<file path="config.mk">
export PLATFORM = sky130hd
export DESIGN_NAME = pkfb_packet_feeder
export DESIGN_NICKNAME = d
export VERILOG_FILES = /design/src/rtl/pkfb_packet_feeder.sv
export SDC_FILE = /design/constraint.sdc
export NUM_CORES = 1
export LEC_CHECK = 0
export CELL_PAD_IN_SITES_DETAIL_PLACEMENT = 1
export CELL_PAD_IN_SITES_GLOBAL_PLACEMENT = 1
export CORE_UTILIZATION = 49
export DETAILED_ROUTE_END_ITERATION = 8
export PLACE_DENSITY = 0.87
export SKIP_CTS_REPAIR_TIMING = 1
export SYNTH_ARGS = -nofsm -noshare
export SYNTH_HDL_FRONTEND = slang
export SYNTH_SLANG_ARGS = --single-unit
</file>
<file path="constraint.sdc">
create_clock -name Sys_PKfb_Clk -period 5 [get_ports Sys_PKfb_Clk]
set_clock_uncertainty 0.05 [all_clocks]
set_input_delay 1.25 -clock Sys_PKfb_Clk [delete_from_list [all_inputs] [get_ports Sys_PKfb_Clk]]
set_output_delay 1.25 -clock Sys_PKfb_Clk [all_outputs]
set_load 0.05 [all_outputs]
</file>
<file path="src/rtl/pkfb_packet_feeder.sv">
// Fabric-side packet source for the ASSP packet FIFO: stream FIFO, packet framing, overflow drop.
// Optional PKFB_TIMESTAMP_EN prefixes every packet with a {8'h00, TimeStamp} header word.
module pkfb_packet_feeder #(
    parameter int unsigned DEPTH_LOG2 = 3,
    parameter int unsigned PKT_MAX    = 16,
    parameter int unsigned PUSH_CH    = 0
) (
    input  logic        Sys_PKfb_Clk,
    input  logic        Sys_PKfb_Rst_n,
    input  logic        Enable,
    input  logic [31:0] S_Data,
    input  logic        S_Valid,
    input  logic        S_Last,
    output logic        S_Ready,
    input  logic [23:0] TimeStamp,
    output logic [31:0] FB_PKfbData,
    output logic [3:0]  FB_PKfbPush,
    output logic        FB_PKfbSOF,
    output logic        FB_PKfbEOF,
    input  logic        FB_PKfbOverflow,
    input  logic        Stat_Clr,
    output logic        Ovf_Sticky,
    output logic [15:0] Drop_Cnt
);

    localparam int unsigned DEPTH = 1 << DEPTH_LOG2;
    localparam logic [3:0] PUSH_MASK = 4'(1 << PUSH_CH);

    typedef logic [DEPTH_LOG2-1:0] ptr_t;
    typedef logic [DEPTH_LOG2:0]   cnt_t;
    typedef enum logic [1:0] {IDLE, SEND, DROP} state_t;

    logic [32:0] mem_q [DEPTH];
    ptr_t        wr_ptr_q, rd_ptr_q;
    cnt_t        count_q, count_d, avail_q, avail_d;
    logic        wr_seen_q, ready_q, ready_d;
    logic        wr_en, pop, avail;
    logic [31:0] head_data;
    logic        head_last;

    state_t      state_q, state_d;
    logic [15:0] cnt_q, cnt_d, cnt_next;
    logic [31:0] data_q, data_d;
    logic        push_q, push_d, sof_q, sof_d, eof_q, eof_d;
    logic        pkt_end, drop_inc, ovf_ev;
    logic [15:0] drop_q, drop_d;
    logic        sticky_q, sticky_d;

    assign wr_en     = S_Valid && ready_q;
    assign avail     = (avail_q != '0);
    assign head_data = mem_q[rd_ptr_q][31:0];
    assign head_last = mem_q[rd_ptr_q][32];
    assign cnt_next  = cnt_q + 16'd1;
    assign ovf_ev    = FB_PKfbOverflow && push_q;

    always_ff @(posedge Sys_PKfb_Clk) begin
        if (wr_en) begin
            mem_q[wr_ptr_q] <= {S_Last, S_Data};
        end
    end

    // avail_q trails count_q by one write so a new word is popped no earlier than two edges after entry.
    always_comb begin
        count_d = count_q;
        if (wr_en && !pop) begin
            count_d = count_q + cnt_t'(1);
        end else if (!wr_en && pop) begin
            count_d = count_q - cnt_t'(1);
        end
        avail_d = avail_q;
        if (wr_seen_q && !pop) begin
            avail_d = avail_q + cnt_t'(1);
        end else if (!wr_seen_q && pop) begin
            avail_d = avail_q - cnt_t'(1);
        end
        ready_d = (count_d != cnt_t'(DEPTH));
    end

    always_comb begin
        state_d  = state_q;
        cnt_d    = cnt_q;
        data_d   = data_q;
        push_d   = 1'b0;
        sof_d    = 1'b0;
        eof_d    = 1'b0;
        pop      = 1'b0;
        pkt_end  = 1'b0;
        drop_inc = 1'b0;
        case (state_q)
            IDLE: begin
                if (Enable && avail) begin
`ifdef PKFB_TIMESTAMP_EN
                    push_d  = 1'b1;
                    sof_d   = 1'b1;
                    data_d  = {8'h00, TimeStamp};
                    cnt_d   = '0;
                    state_d = SEND;
`else
                    pop     = 1'b1;
                    push_d  = 1'b1;
                    sof_d   = 1'b1;
                    data_d  = head_data;
                    cnt_d   = 16'd1;
                    pkt_end = head_last || (PKT_MAX == 1);
                    eof_d   = pkt_end;
                    state_d = pkt_end ? IDLE : SEND;
`endif
                end
            end
            SEND: begin
                if (avail) begin
                    pop     = 1'b1;
                    push_d  = 1'b1;
                    data_d  = head_data;
                    cnt_d   = cnt_next;
                    pkt_end = head_last || (cnt_next == 16'(PKT_MAX));
                    eof_d   = pkt_end;
                    if (pkt_end) begin
                        state_d = IDLE;
                    end
                end
            end
            DROP: begin
                if (avail) begin
                    pop     = 1'b1;
                    cnt_d   = cnt_next;
                    pkt_end = head_last || (cnt_next == 16'(PKT_MAX));
                    if (pkt_end) begin
                        drop_inc = 1'b1;
                        state_d  = IDLE;
                    end
                end
            end
            default: state_d = IDLE;
        endcase
        // Overflow on a non-final word: the word popped this cycle is discarded and may itself close the packet.
        if (ovf_ev && !eof_q) begin
            push_d = 1'b0;
            sof_d  = 1'b0;
            eof_d  = 1'b0;
            data_d = data_q;
            if (pop && pkt_end) begin
                drop_inc = 1'b1;
                state_d  = IDLE;
            end else begin
                state_d = DROP;
            end
        end else if (ovf_ev) begin
            drop_inc = 1'b1;
        end
    end

    always_comb begin
        drop_d = drop_q;
        if (drop_inc) begin
            if (Stat_Clr) begin
                drop_d = 16'd1;
            end else if (drop_q != 16'hFFFF) begin
                drop_d = drop_q + 16'd1;
            end
        end else if (Stat_Clr) begin
            drop_d = '0;
        end
        sticky_d = sticky_q;
        if (ovf_ev) begin
            sticky_d = 1'b1;
        end else if (Stat_Clr) begin
            sticky_d = 1'b0;
        end
    end

    always_ff @(posedge Sys_PKfb_Clk or negedge Sys_PKfb_Rst_n) begin
        if (!Sys_PKfb_Rst_n) begin
            wr_ptr_q  <= '0;
            rd_ptr_q  <= '0;
            count_q   <= '0;
            avail_q   <= '0;
            wr_seen_q <= 1'b0;
            ready_q   <= 1'b0;
            state_q   <= IDLE;
            cnt_q     <= '0;
            data_q    <= '0;
            push_q    <= 1'b0;
            sof_q     <= 1'b0;
            eof_q     <= 1'b0;
            drop_q    <= '0;
            sticky_q  <= 1'b0;
        end else begin
            if (wr_en) begin
                wr_ptr_q <= wr_ptr_q + ptr_t'(1);
            end
            if (pop) begin
                rd_ptr_q <= rd_ptr_q + ptr_t'(1);
            end
            count_q   <= count_d;
            avail_q   <= avail_d;
            wr_seen_q <= wr_en;
            ready_q   <= ready_d;
            state_q   <= state_d;
            cnt_q     <= cnt_d;
            data_q    <= data_d;
            push_q    <= push_d;
            sof_q     <= sof_d;
            eof_q     <= eof_d;
            drop_q    <= drop_d;
            sticky_q  <= sticky_d;
        end
    end

`ifndef PKFB_TIMESTAMP_EN
    logic unused_ts;
    assign unused_ts = ^TimeStamp;
`endif

    assign S_Ready     = ready_q;
    assign FB_PKfbData = data_q;
    assign FB_PKfbPush = push_q ? PUSH_MASK : 4'b0000;
    assign FB_PKfbSOF  = sof_q;
    assign FB_PKfbEOF  = eof_q;
    assign Ovf_Sticky  = sticky_q;
    assign Drop_Cnt    = drop_q;

endmodule

</file>
# Yosys cells after proc, flatten, opt, wreduce, memory -nomap -nowiden
# Memories as Yosys holds them, arrays and structs flattened.
# Index checks and enable logic that the tools add are counted.
[word_totals]
word_cells = 106
n_memories = 1
input_bits = 63
output_inout_bits = 56
ramBits = 264
ff_bits = 86
[memory_table]
columns = ["name", "depth", "word_bits", "read_ports", "rd_ports_with_merged_regs", "write_ports", "line_no", "rtl"]
rows = [
  ["mem_q", 8, 33, 1, 0, 1, "33", "logic [32:0] mem_q [DEPTH];"],
]
[classes]
mux = 44
bitwise_logic = 1
n_reduce_logical = 27
n_addsub = 8
eq_ne = 11
[op_table]
columns = ["cell", "count"]
rows = [
  ["16-bit two-way mux", 6],
  ["32-bit two-way mux", 2],
  ["32-bit case mux with 2 select lines", 1],
  ["16-bit by 1-bit adder with 16-bit output (second input constant)", 2],
  ["16-bit case mux with 2 select lines", 1],
  ["1-bit two-way mux", 20],
  ["16-bit by 5-bit equality test with 1-bit output (second input constant)", 1],
  ["4-bit two-way mux", 4],
  ["16-bit inequality test (second input constant)", 1],
  ["2-bit nonzero test", 6],
  ["2-bit two-way mux", 5],
  ["1-bit logical AND", 9],
  ["4-bit by 1-bit adder with 4-bit output (second input constant)", 2],
  ["1-bit case mux with 2 select lines", 4],
  ["4-bit by 1-bit subtractor with 4-bit output (second input constant)", 2],
  ["3-bit by 1-bit adder with 3-bit output (second input constant)", 2],
  ["3-bit by 1-bit inequality test with 1-bit output (second input constant)", 2],
  ["3-bit AND reduction", 2],
  ["1-bit logical NOT", 4],
  ["2-bit inequality test (second input constant)", 2],
  ["4-bit inequality test (second input constant)", 1],
  ["2-bit case mux with 2 select lines", 1],
  ["4-bit AND reduction", 1],
  ["4-bit nonzero test", 1],
  ["other kinds (9)", 9],
]

# Logic depth before layout (Yosys ltp)
# Gate-level depths: netlist of the first run.
[logic_depth]
ltp_word = 10
ltp_mapped = 13
mapped_depth_nobuf = 13

# Least setup slack after synthesis of the first run
# No wires, ideal clock.
[synth_path]
path_kind = "input to register"
from = "in S_Valid"
to = "mem mem_q[0][0], enable pin"
setup_time_ps = 507
arrival_time_ps = 4636
t_required_ps = 4443
stages = 2
slack_ps = -193
path_buffers = 0
cell_sequence = "nand2_1 nor4_1"
[synth_via]
elab_chain_cells = 3
[synth_rtl]
columns = ["element", "line_no", "rtl"]
rows = [
  ["start, declared", "12", "input logic S_Valid,"],
  ["1-bit logical AND", "49", "assign wr_en = S_Valid && ready_q;"],
  ["1-bit two-way mux", "57", "if (wr_en) begin"],
  ["1-bit two-way mux (implied by the code)", "58", "mem_q[wr_ptr_q] <= {S_Last, S_Data};"],
  ["end, declared", "33", ""],
]
# No other way between the ends.

# Worst setup path after layout of the first run
[layout_path]
from = "in Enable"
to = "reg drop_q[11] (netlist: Drop_Cnt[11])"
[layout_via]
elab_chain_cells = 8
elab_cells_between_ends = 11
classes_between = "7 x mux; 4 x reduce/logical"
[layout_rtl]
columns = ["element", "line_no", "rtl"]
rows = [
  ["start, declared", "10", "input logic Enable,"],
  ["1-bit logical AND *", "91", "if (Enable && avail) begin"],
  ["1-bit two-way mux", "91", ""],
  ["1-bit case mux with 2 select lines", "89", "case (state_q)"],
  ["1-bit logical AND *", "142", "if (pop && pkt_end) begin"],
  ["1-bit two-way mux *", "142", ""],
  ["1-bit two-way mux *", "137", "if (ovf_ev && !eof_q) begin"],
  ["2-bit nonzero test (no line)", "n/a", ""],
  ["2-bit AND reduction (no line)", "n/a", ""],
  ["end signal, assigned", "205", "drop_q <= drop_d;"],
  ["end, declared", "46", "logic [15:0] drop_q, drop_d;"],
]
# Every way passes the cells marked *; elsewhere a longest branch is shown, timed or not.
# A chain may end at the register's enable or synchronous reset.

==> results of run 1 <==
## critical path, stage by stage
cell and delay (ns):
clkdlybuf4s50_1 0.56, a21oi_1 0.12, nor3_2 0.56, inv_2 0.15
a2bb2oi_1 0.18, o21ai_1 0.35, o21ai_2 0.30, or4_1 0.54
a21oi_1 0.16
## stage by stage
step	setup WS, ns	cells	util
2_1_floorplan	0.4739	846	-
3_3_place_gp	0.8124	1288	0.5556
3_5_place_dp	0.7654	1288	0.5556
4_1_cts	1.231	1356	0.5991
5_1_grt	1.029	1356	0.5991
6_report	1.217	1356	0.5991
## state kept, by name, indices dropped and copies added (netlist names), 2 cells and up
signal / flops
Drop_Cnt: 16
count_q: 4
FB_PKfbData: 32
cnt_q: 16
mem_q: 264
rd_ptr_q: 3
state_q: 2
avail_q: 4
wr_ptr_q: 3
## cell families after synthesis
family / count (synthesis) / synth area share
buffers and inverters: 58 / 0.01721
adder cells (fa/ha/maj): 15 / 0.01377
AND/OR/NAND/NOR: 173 / 0.06434
other: 1 / 0.0002645
AO/OA/AOI/OAI: 125 / 0.04995
XOR/XNOR: 16 / 0.009885
flip-flops: 350 / 0.7110
multiplexers: 106 / 0.1336
## cell usage after synthesis, types with 2 or more instances
cell and n:
a21oi_1 53, a31oi_1 7, and2_1 3, and3_1 14, buf_1 10, buf_2 3
buf_4 4, clkbuf_1 26, dfrtp_1 86, edfxtp_1 264, ha_1 14, inv_1 13
mux2_2 5, mux2i_1 34, mux4_2 66, nand2_1 29, nand2b_1 3, nand3_1 13
nand4_1 8, nor2_1 57, nor2b_1 4, nor3_1 8, nor3_2 3, nor3b_1 3
nor4_1 3, o211ai_1 3, o21ai_0 39, o22ai_1 3, o31ai_1 7, or2_2 2
or3_1 6, or4_1 9, xnor2_1 14, xor2_1 2
## report_power, final
part | internal, mW | switching (mW) | total (mW) | leakage (nW)
Sequential | 3.69 | 0.390 | 4.08 | 3.45
Combinational | 1.34 | 2.03 | 3.37 | 1.80
Clock | 1.59 | 1.14 | 2.73 | 0.588
## layer usage
layer	up-vias	wire length (um)	GRT usage
met5	-	13	0
met4	2	873	0.08119
met3	68	1783	0.04166
met2	229	17330	0.4097
met1	4191	13340	0.2898
li1	3506	-	-
## final cells by class
type                       count  area share
sequential                   350      0.5994
multi-input combinational    438      0.2330
timing repair buffer         108     0.06380
clock buffer                  52     0.06015
tap                          378     0.02811
clock inverter                16     0.01249
inverter                      14    0.003123
## cell usage in the layout (no fill, tap or decap), types with 29 or more instances in the layout
cell type and instances:
a21oi_1 53, clkbuf_16 37, clkdlybuf4s50_1 90, dfrtp_1 83, edfxtp_1 264, mux2i_1 34, mux4_2 66, nand2_1 29
nor2_1 54, o21ai_0 39
## how the worst max path moves through the flow
stage | from | endpoint | slack (ns)
after floorplan | S_Valid | mem_q[4][0] | 0.47
after global placement | Enable | Drop_Cnt[9] | 0.81
after detailed placement | Enable | Drop_Cnt[9] | 0.77
after CTS | Enable | Drop_Cnt[11] | 1.23
after global routing | Enable | Drop_Cnt[13] | 1.03
final | Enable | Drop_Cnt[11] | 1.22
==> out/metrics.csv, run 1 <==
stage,metric,value,unit
routing,drt drc,0,
sta,unrepaired setup endpoints after global routing,false,
synthesis,Async SR Flop Fraction,0.2457,
min_path,Hold Path End,count_q[3],
place,HPWL after detailed placement,19350,um
floorplanning,Die Area,29620,um2
synthesis,post-synthesis register bit count,350,
worst_setup_path,"Arr. time, crit path",4.17,ns
synthesis,Mapped Cells,844,
clock_tree,CTS sink cnt,350,
routing,final wirelength,33340,um
sta,Max Fclk,0.2644,GHz
routing,via count,7996,
layout,Layout Nets,1027,
synthesis,largest area contributor in the netlist,edfxtp_1,
floorplanning,Initial Utilization,0.5048,
worst_setup_path,r2r worst-path depth,10,
sta,Hold WS,0.4427,ns
synthesis,number of flops mapped to enable cells by yosys,264,
clock_tree,CTS root buf,clkbuf_16,
sta,Worst Tran Pin Value,0.9764,ns
floorplanning,Chip Height,172.1,um
floorplanning,Die Span X,172.1,um
synthesis,area share of the largest cell type after synthesis,0.5592,
place,Area after DPL,15610,um2
min_path,worst hold path class,register to register,
floorplanning,I/O pins,119,
layout,footprint of the multi-input gates,3920,um2
routing,DR iter-0 viols,535,
layout,filler instances,2579,
worst_setup_path,Worst EP required,5.39,ns
layout,fin area,16830,um2
synthesis,Post-Syn Area,14180,um2
place,Final Wtd Congestion,0.7951,
clock_tree,CTS Buffer Depth,3,
worst_setup_path,FF-to-FF End,Drop_Cnt[11],
sta,final clock period utilization by the worst path,0.7565,
worst_setup_path,Worst Path Max Fanout,20,
sta,fin. max-slew vios,0,
routing,Pre-Repair DR Iteration Count,5,
global_routing,first-pass GRT wire length,51060,um
worst_setup_path,flop2flop setup slack,1.69,ns
sta,crit path time final,3.783,ns
layout,register area,10090,um2
global_routing,largest net degree at the start of global routing,65,
synthesis,"Seq/Total Area, Yosys",0.7110,
power_and_ir_drop,Cell Pwr Density,604.9,nW/um2
layout,Area Growth Syn to Fin,18.69,%
global_routing,"Remaining Overflow, GRT",0,
synthesis,"top cells by area, synth","edfxtp_1 (56%), dfrtp_1 (15%), mux4_2 (10%)",
global_routing,vias in the first global route,8736,
clock_tree,Worst-path clk slew,0.06,ns
clock_tree,CTS tree,yes,
worst_setup_path,kind of critical path,input port to register,
worst_setup_path,CP startpoint kind,input port,
job,total of max-cap violations,0,
power_and_ir_drop,worst ir drop on vdd,0.4988,mV
synthesis,Yosys cell types,60,
sta,"Hold Vio Cnt, Final",0,
min_path,worst hold stages,1,
sta,TNS Setup,0,ns
routing,Final ANT Viol Nets,0,
routing,vias per cell,5.897,
synthesis,yosys synthesis warning count,0,
sta,max_slew headroom,0.3491,
place,port bufs,91,
global_routing,All-Layer GR Usage,0.2329,
floorplanning,std cell rows,61,
worst_setup_path,crit end category,register,
power_and_ir_drop,Leak,5.841,nW
power_and_ir_drop,Pwr Total,10.18,mW
layout,n_diodes,0,
worst_setup_path,worst r2r src,state_q[1],
floorplanning,core area,28090,um2
clock_tree,clk_lat worst skew,0.54,ns
synthesis,Syn Area/Cell,16.80,um2
layout,layout cell share with drive strength beyond 1,0.1687,
routing,Avg WL per Cell,24.59,um
sta,setup violators final,0,
min_path,worst hold path startpoint,count_q[3],
global_routing,initial antenna violation count,1,
clock_tree,cts bufs inserted,37,
run_status,status,"complete, no violations",
synthesis,main flop type after synthesis,edfxtp_1,
clock_tree,H-Tree Depth,2,
Power figures use the tool's default switching activity.
==> run 2: changes to the inputs <==
CORE_UTILIZATION = 44   (was 49)
PLACE_DENSITY = 0.83   (was 0.87)
clock period = 3.4 ns   (was 5 ns; I/O delays follow)
==> run 2 against run 1 <==
  * Critical path depth unchanged
  * Sequential share of layout area fell by 0.49 points
  * Design area is 0.82% higher
  * Worst hold slack worse by 0.088 ns
  * First-iteration DRC count down 3.6%
  * Wire length down 5.6%
==> out/metrics.csv, run 2 (synthesis gave the netlist of run 1 again) <==
stage,metric,value,unit
routing,Pre-Repair DR Iteration Count,4,
global_routing,GR peak layer,met2,
sta,fin. max-slew vios,0,
global_routing,initial antenna violation count,1,
clock_tree,CTS Buffer Depth,3,
worst_setup_path,CP Cell Sequence,"ha_1, and3_2, and4bb_1, and3_1, o22ai_2, or4_1, a21oi_1, and2_1, mux2_1",
min_path,worst hold path class,input port to asynchronous set/reset pin,
run_status,status,"complete, no violations",
clock_tree,CTS sink cnt,350,
floorplanning,std cell rows,65,
global_routing,largest net degree at the start of global routing,52,
clock_tree,CTS root buf,clkbuf_16,
place,Area after DPL,15790,um2
sta,Worst Tran Pin Value,0.7739,ns
routing,via count,7860,
clock_tree,clk_lat worst skew,0.52,ns
worst_setup_path,Worst EP required,3.74,ns
layout,"leading cell type in the layout, fill and taps excluded",edfxtp_1,
clock_tree,CTS tree,yes,
floorplanning,I/O pins,119,
place,port bufs,91,
worst_setup_path,kind of critical path,register to register,
layout,Layout Nets,1038,
layout,most frequent cells in the layout,"edfxtp_1 (264), clkdlybuf4s50_1 (90), dfrtp_1 (83), mux4_2 (66), nor2_1 (54)",
global_routing,routing usage on met3,0.03289,
worst_setup_path,"Arr. time, crit path",3.50,ns
sta,TNS Setup,0,ns
place,HPWL after detailed placement,18810,um
clock_tree,H-Tree Depth,2,
floorplanning,Die Area,32940,um2
global_routing,GRT met2 Usage,0.3420,
routing,drt drc,0,
global_routing,first-pass GRT wire length,49850,um
clock_tree,Worst-path clk slew,0.06,ns
global_routing,vias in the first global route,8494,
worst_setup_path,crit path max-delay cell type,or4_1,
layout,filler instances,2906,
global_routing,All-Layer GR Usage,0.1980,
clock_tree,cts bufs inserted,37,
worst_setup_path,CP startpoint kind,register,
floorplanning,Initial Utilization,0.4481,
global_routing,met1 Usage GRT,0.2612,
power_and_ir_drop,Leak,5.896,nW
power_and_ir_drop,Cell Pwr Density,876.8,nW/um2
routing,Avg WL per Cell,22.63,um
sta,Max Fclk,0.3171,GHz
layout,layout cell share with drive strength beyond 1,0.1761,
worst_setup_path,crit end category,register,
worst_setup_path,CP max stage delay,0.57,ns
worst_setup_path,Crit path max-delay family,simple AND/OR/NAND/NOR gates,
routing,DR iter-0 viols,516,
sta,crit path time final,3.154,ns
routing,final wirelength,31470,um
power_and_ir_drop,worst ir drop on vdd,0.4317,mV
worst_setup_path,"Buf+Inv Stages, Crit Path",0,
global_routing,"Remaining Overflow, GRT",0,
sta,unrepaired setup endpoints after global routing,false,
layout,max FFs per register,264,
power_and_ir_drop,Pwr Total,14.88,mW
sta,final clock period utilization by the worst path,0.9275,
sta,"Hold Vio Cnt, Final",0,
job,total of max-cap violations,0,
layout,fin area,16970,um2
layout,Area Growth Syn to Fin,19.66,%
floorplanning,Chip Height,181.5,um
worst_setup_path,Worst Path Max Fanout,9,
sta,setup violators final,0,
routing,Final ANT Viol Nets,0,
routing,vias per cell,5.651,
place,Final Wtd Congestion,0.8249,
sta,max_slew headroom,0.4825,
floorplanning,Die Span X,181.5,um
floorplanning,core area,31640,um2
layout,"Most flops, register",mem_q,
==> run 2: changes by cell type in the layout (fill, tap and decap cells not counted), moves of 2 or more <==
cell	before	now
buf_12	3	8
buf_4	15	21
clkbuf_8	3	1
clkinv_1	4	6
clkinv_16	2	0
==> run 2: final cells by class <==
cell class,count,area [um2],share of cell area
flip-flops and latches,350,10090,0.5945
multi-input cells,438,3935,0.2319
repair buffers,119,1219,0.07183
clock buffers,51,1010,0.05952
well taps,402,503.0,0.02965
clock inverters,16,157.7,0.009293
inverters,14,52.55,0.003098
diodes,1,2.502,0.0001475
==> run 2: path summary, 6_finish.rpt <==
path                       depth (start not counted)  slack (ns)      startpoint         endpoint
setup / recovery                                   9        0.25        cnt_q[0]      Drop_Cnt[5]
hold / removal                                     1        0.35  Sys_PKfb_Rst_n     Drop_Cnt[14]
max in group asynchronous                          2        2.22  Sys_PKfb_Rst_n  FB_PKfbData[23]
min in group Sys_PKfb_Clk                          1        0.41      count_q[3]       count_q[3]
setup reg to reg                                   9        0.25        cnt_q[0]      Drop_Cnt[5]
hold reg to reg                                    1        0.41      count_q[3]       count_q[3]
==> run 2: where the power goes <==
group / switching, mW / total, mW / internal, mW / leakage (nW)
clock: 1.61 / 3.93 / 2.31 / 0.566
sequential: 0.428 / 5.86 / 5.43 / 3.45
combinational: 3.03 / 5.09 / 2.06 / 1.88
==> run 2: per-stage QoR <==
stage	worst slack, ns	hold slack (ns)	utilization	std cells
after global placement	0.03413	0.3921	0.4990	1323
after floorplan	-0.5091	0.3801	-	846
after detailed placement	-0.008333	0.4036	0.4990	1323
final	0.2463	0.3546	0.5362	1391
after global routing	0.01955	0.3976	0.5362	1390
after CTS	0.1428	0.3698	0.5359	1390
==> run 2: routing by layer <==
layer,wire (um),part of all wire,up-vias
li1,-,-,3539
met1,13470,0.43,4107
met2,16130,0.51,176
met3,1415,0.045,36
met4,438,0.014,2
met5,13,0.00041,-
==> run 3: changes to the inputs <==
CORE_UTILIZATION = 46   (was 44)
CTS_BUF_LIST = sky130_fd_sc_hd__clkbuf_8   (was unset)
PLACE_DENSITY = 0.86   (was 0.83)
==> run 3 against run 2 <==
  * Sequential share of layout area up 0.58 points
  * Sequential power increased by 0.9%
  * Sequential cell count unchanged
  * Setup slack improved by 0.012 ns
  * Largest power group unchanged
==> out/metrics.csv, run 3 (synthesis gave the netlist of run 1 again) <==
stage,metric,value,unit
run_status,status,"complete, no violations",
sta,max_slew headroom,0.3974,
layout,"Most flops, register",mem_q,
clock_tree,CTS Buffer Depth,3,
worst_setup_path,crit path max-delay cell type,or4_1,
layout,"leading cell type in the layout, fill and taps excluded",edfxtp_1,
layout,Final Core Density,0.5612,
routing,vias per cell,5.705,
worst_setup_path,"Buf+Inv Stages, Crit Path",0,
floorplanning,I/O pins,119,
sta,"Hold Vio Cnt, Final",0,
global_routing,largest net degree at the start of global routing,65,
floorplanning,Initial Utilization,0.4733,
layout,layout cell share with drive strength beyond 1,0.1908,
worst_setup_path,Crit. path cell count,9,
global_routing,"Remaining Overflow, GRT",0,
sta,crit path time final,3.142,ns
floorplanning,Chip Height,177.6,um
floorplanning,core area,29950,um2
routing,Pre-Repair DR Iteration Count,4,
clock_tree,CTS tree,yes,
global_routing,All-Layer GR Usage,0.2206,
place,port bufs,91,
routing,Final ANT Viol Nets,0,
routing,final wirelength,33580,um
sta,Max Fclk,0.3183,GHz
sta,fin. max-slew vios,0,
job,total of max-cap violations,0,
sta,final clock period utilization by the worst path,0.9241,
worst_setup_path,Worst EP required,3.82,ns
min_path,worst hold path class,input port to asynchronous set/reset pin,
layout,Layout Nets,1058,
floorplanning,Die Area,31530,um2
worst_setup_path,r2r worst-path depth,9,
sta,setup violators final,0,
worst_setup_path,Worst Path Max Fanout,8,
clock_tree,Worst-path clk slew,0.06,ns
worst_setup_path,kind of critical path,register to register,
clock_tree,clk_lat worst skew,0.59,ns
worst_setup_path,crit end category,register,
place,dpl ws,-0.09000,ns
power_and_ir_drop,Pwr Total,14.35,mW
clock_tree,H-Tree Depth,2,
routing,drt drc,0,
layout,Area Growth Syn to Fin,18.56,%
global_routing,vias in the first global route,8988,
place,HPWL after detailed placement,20200,um
clock_tree,CTS sink cnt,350,
place,Final Wtd Congestion,0.7954,
sta,Worst Tran Pin Value,0.9039,ns
floorplanning,Die Span X,177.6,um
worst_setup_path,CP startpoint kind,register,
clock_tree,cts bufs inserted,56,
sta,Final WS setup,0.2580,ns
worst_setup_path,CP Cell Sequence,"ha_1, and3_2, nor3b_1, mux2_2, o21ai_0, or4_1, a21oi_1, and2_1, mux2_1",
global_routing,first-pass GRT wire length,51940,um
layout,max FFs per register,264,
sta,unrepaired setup endpoints after global routing,false,
power_and_ir_drop,worst ir drop on vdd,0.5235,mV
sta,Hold WS,0.2240,ns
worst_setup_path,"Arr. time, crit path",3.56,ns
routing,via count,8089,
routing,DR iter-0 viols,605,
worst_setup_path,Crit path max-delay family,simple AND/OR/NAND/NOR gates,
floorplanning,std cell rows,63,
routing,Avg WL per Cell,23.68,um
power_and_ir_drop,Cell Pwr Density,853.9,nW/um2
clock_tree,CTS root buf,clkbuf_8,
worst_setup_path,CP max stage delay,0.59,ns
power_and_ir_drop,Leak,5.970,nW
global_routing,initial antenna violation count,1,
layout,most frequent cells in the layout,"edfxtp_1 (264), clkdlybuf4s50_1 (90), dfrtp_1 (82), mux4_2 (66), clkbuf_8 (59)",
==> run 3: final timing paths <==
kind                           startpoint              to  slack [ns]
min reg2reg                    count_q[3]      count_q[3]        0.42
max in group asynchronous  Sys_PKfb_Rst_n  FB_PKfbData[2]        2.34
max reg2reg                      cnt_q[1]     Drop_Cnt[5]        0.26
min                        Sys_PKfb_Rst_n    Drop_Cnt[10]        0.22
min in group Sys_PKfb_Clk      count_q[3]      count_q[3]        0.42
max                              cnt_q[1]     Drop_Cnt[5]        0.26
==> run 3: cell type report <==
cell class	count	area [um2]
Fill cell	2814	13150
Clock inverter	46	227.7
Multi-Input combinational cell	438	3935
Inverter	14	52.55
Antenna cell	1	2.502
Sequential cell	350	10090
Clock buffer	59	812.0
Timing Repair Buffer	120	1201
Tap cell	390	488.0
==> run 3: layer usage <==
layer,track usage,share of wire,wire length [um]
met4,0.08333,0.029,962
met1,0.2764,0.41,13600
met3,0.04092,0.050,1679
met2,0.3809,0.52,17330
met5,0,0,0
==> run 3: per-stage QoR <==
step | instances | instance area [um2] | TNS [ns]
CTS | 1417 | 16800 | 0
global route | 1418 | 16810 | 0
detailed placement | 1312 | 15760 | -0.09000
global placement | 1312 | 15760 | 0
finish | 1418 | 16810 | 0
floorplan | 846 | 14200 | -50.66
==> run 3: report_power, final <==
part | total [mW] | leakage [nW] | internal (mW) | switching (mW)
Clock | 3.34 | 0.643 | 1.69 | 1.64
Sequential | 5.91 | 3.45 | 5.44 | 0.477
Combinational | 5.11 | 1.88 | 2.04 | 3.06
Total | 14.4 | 5.97 | 9.17 | 5.18
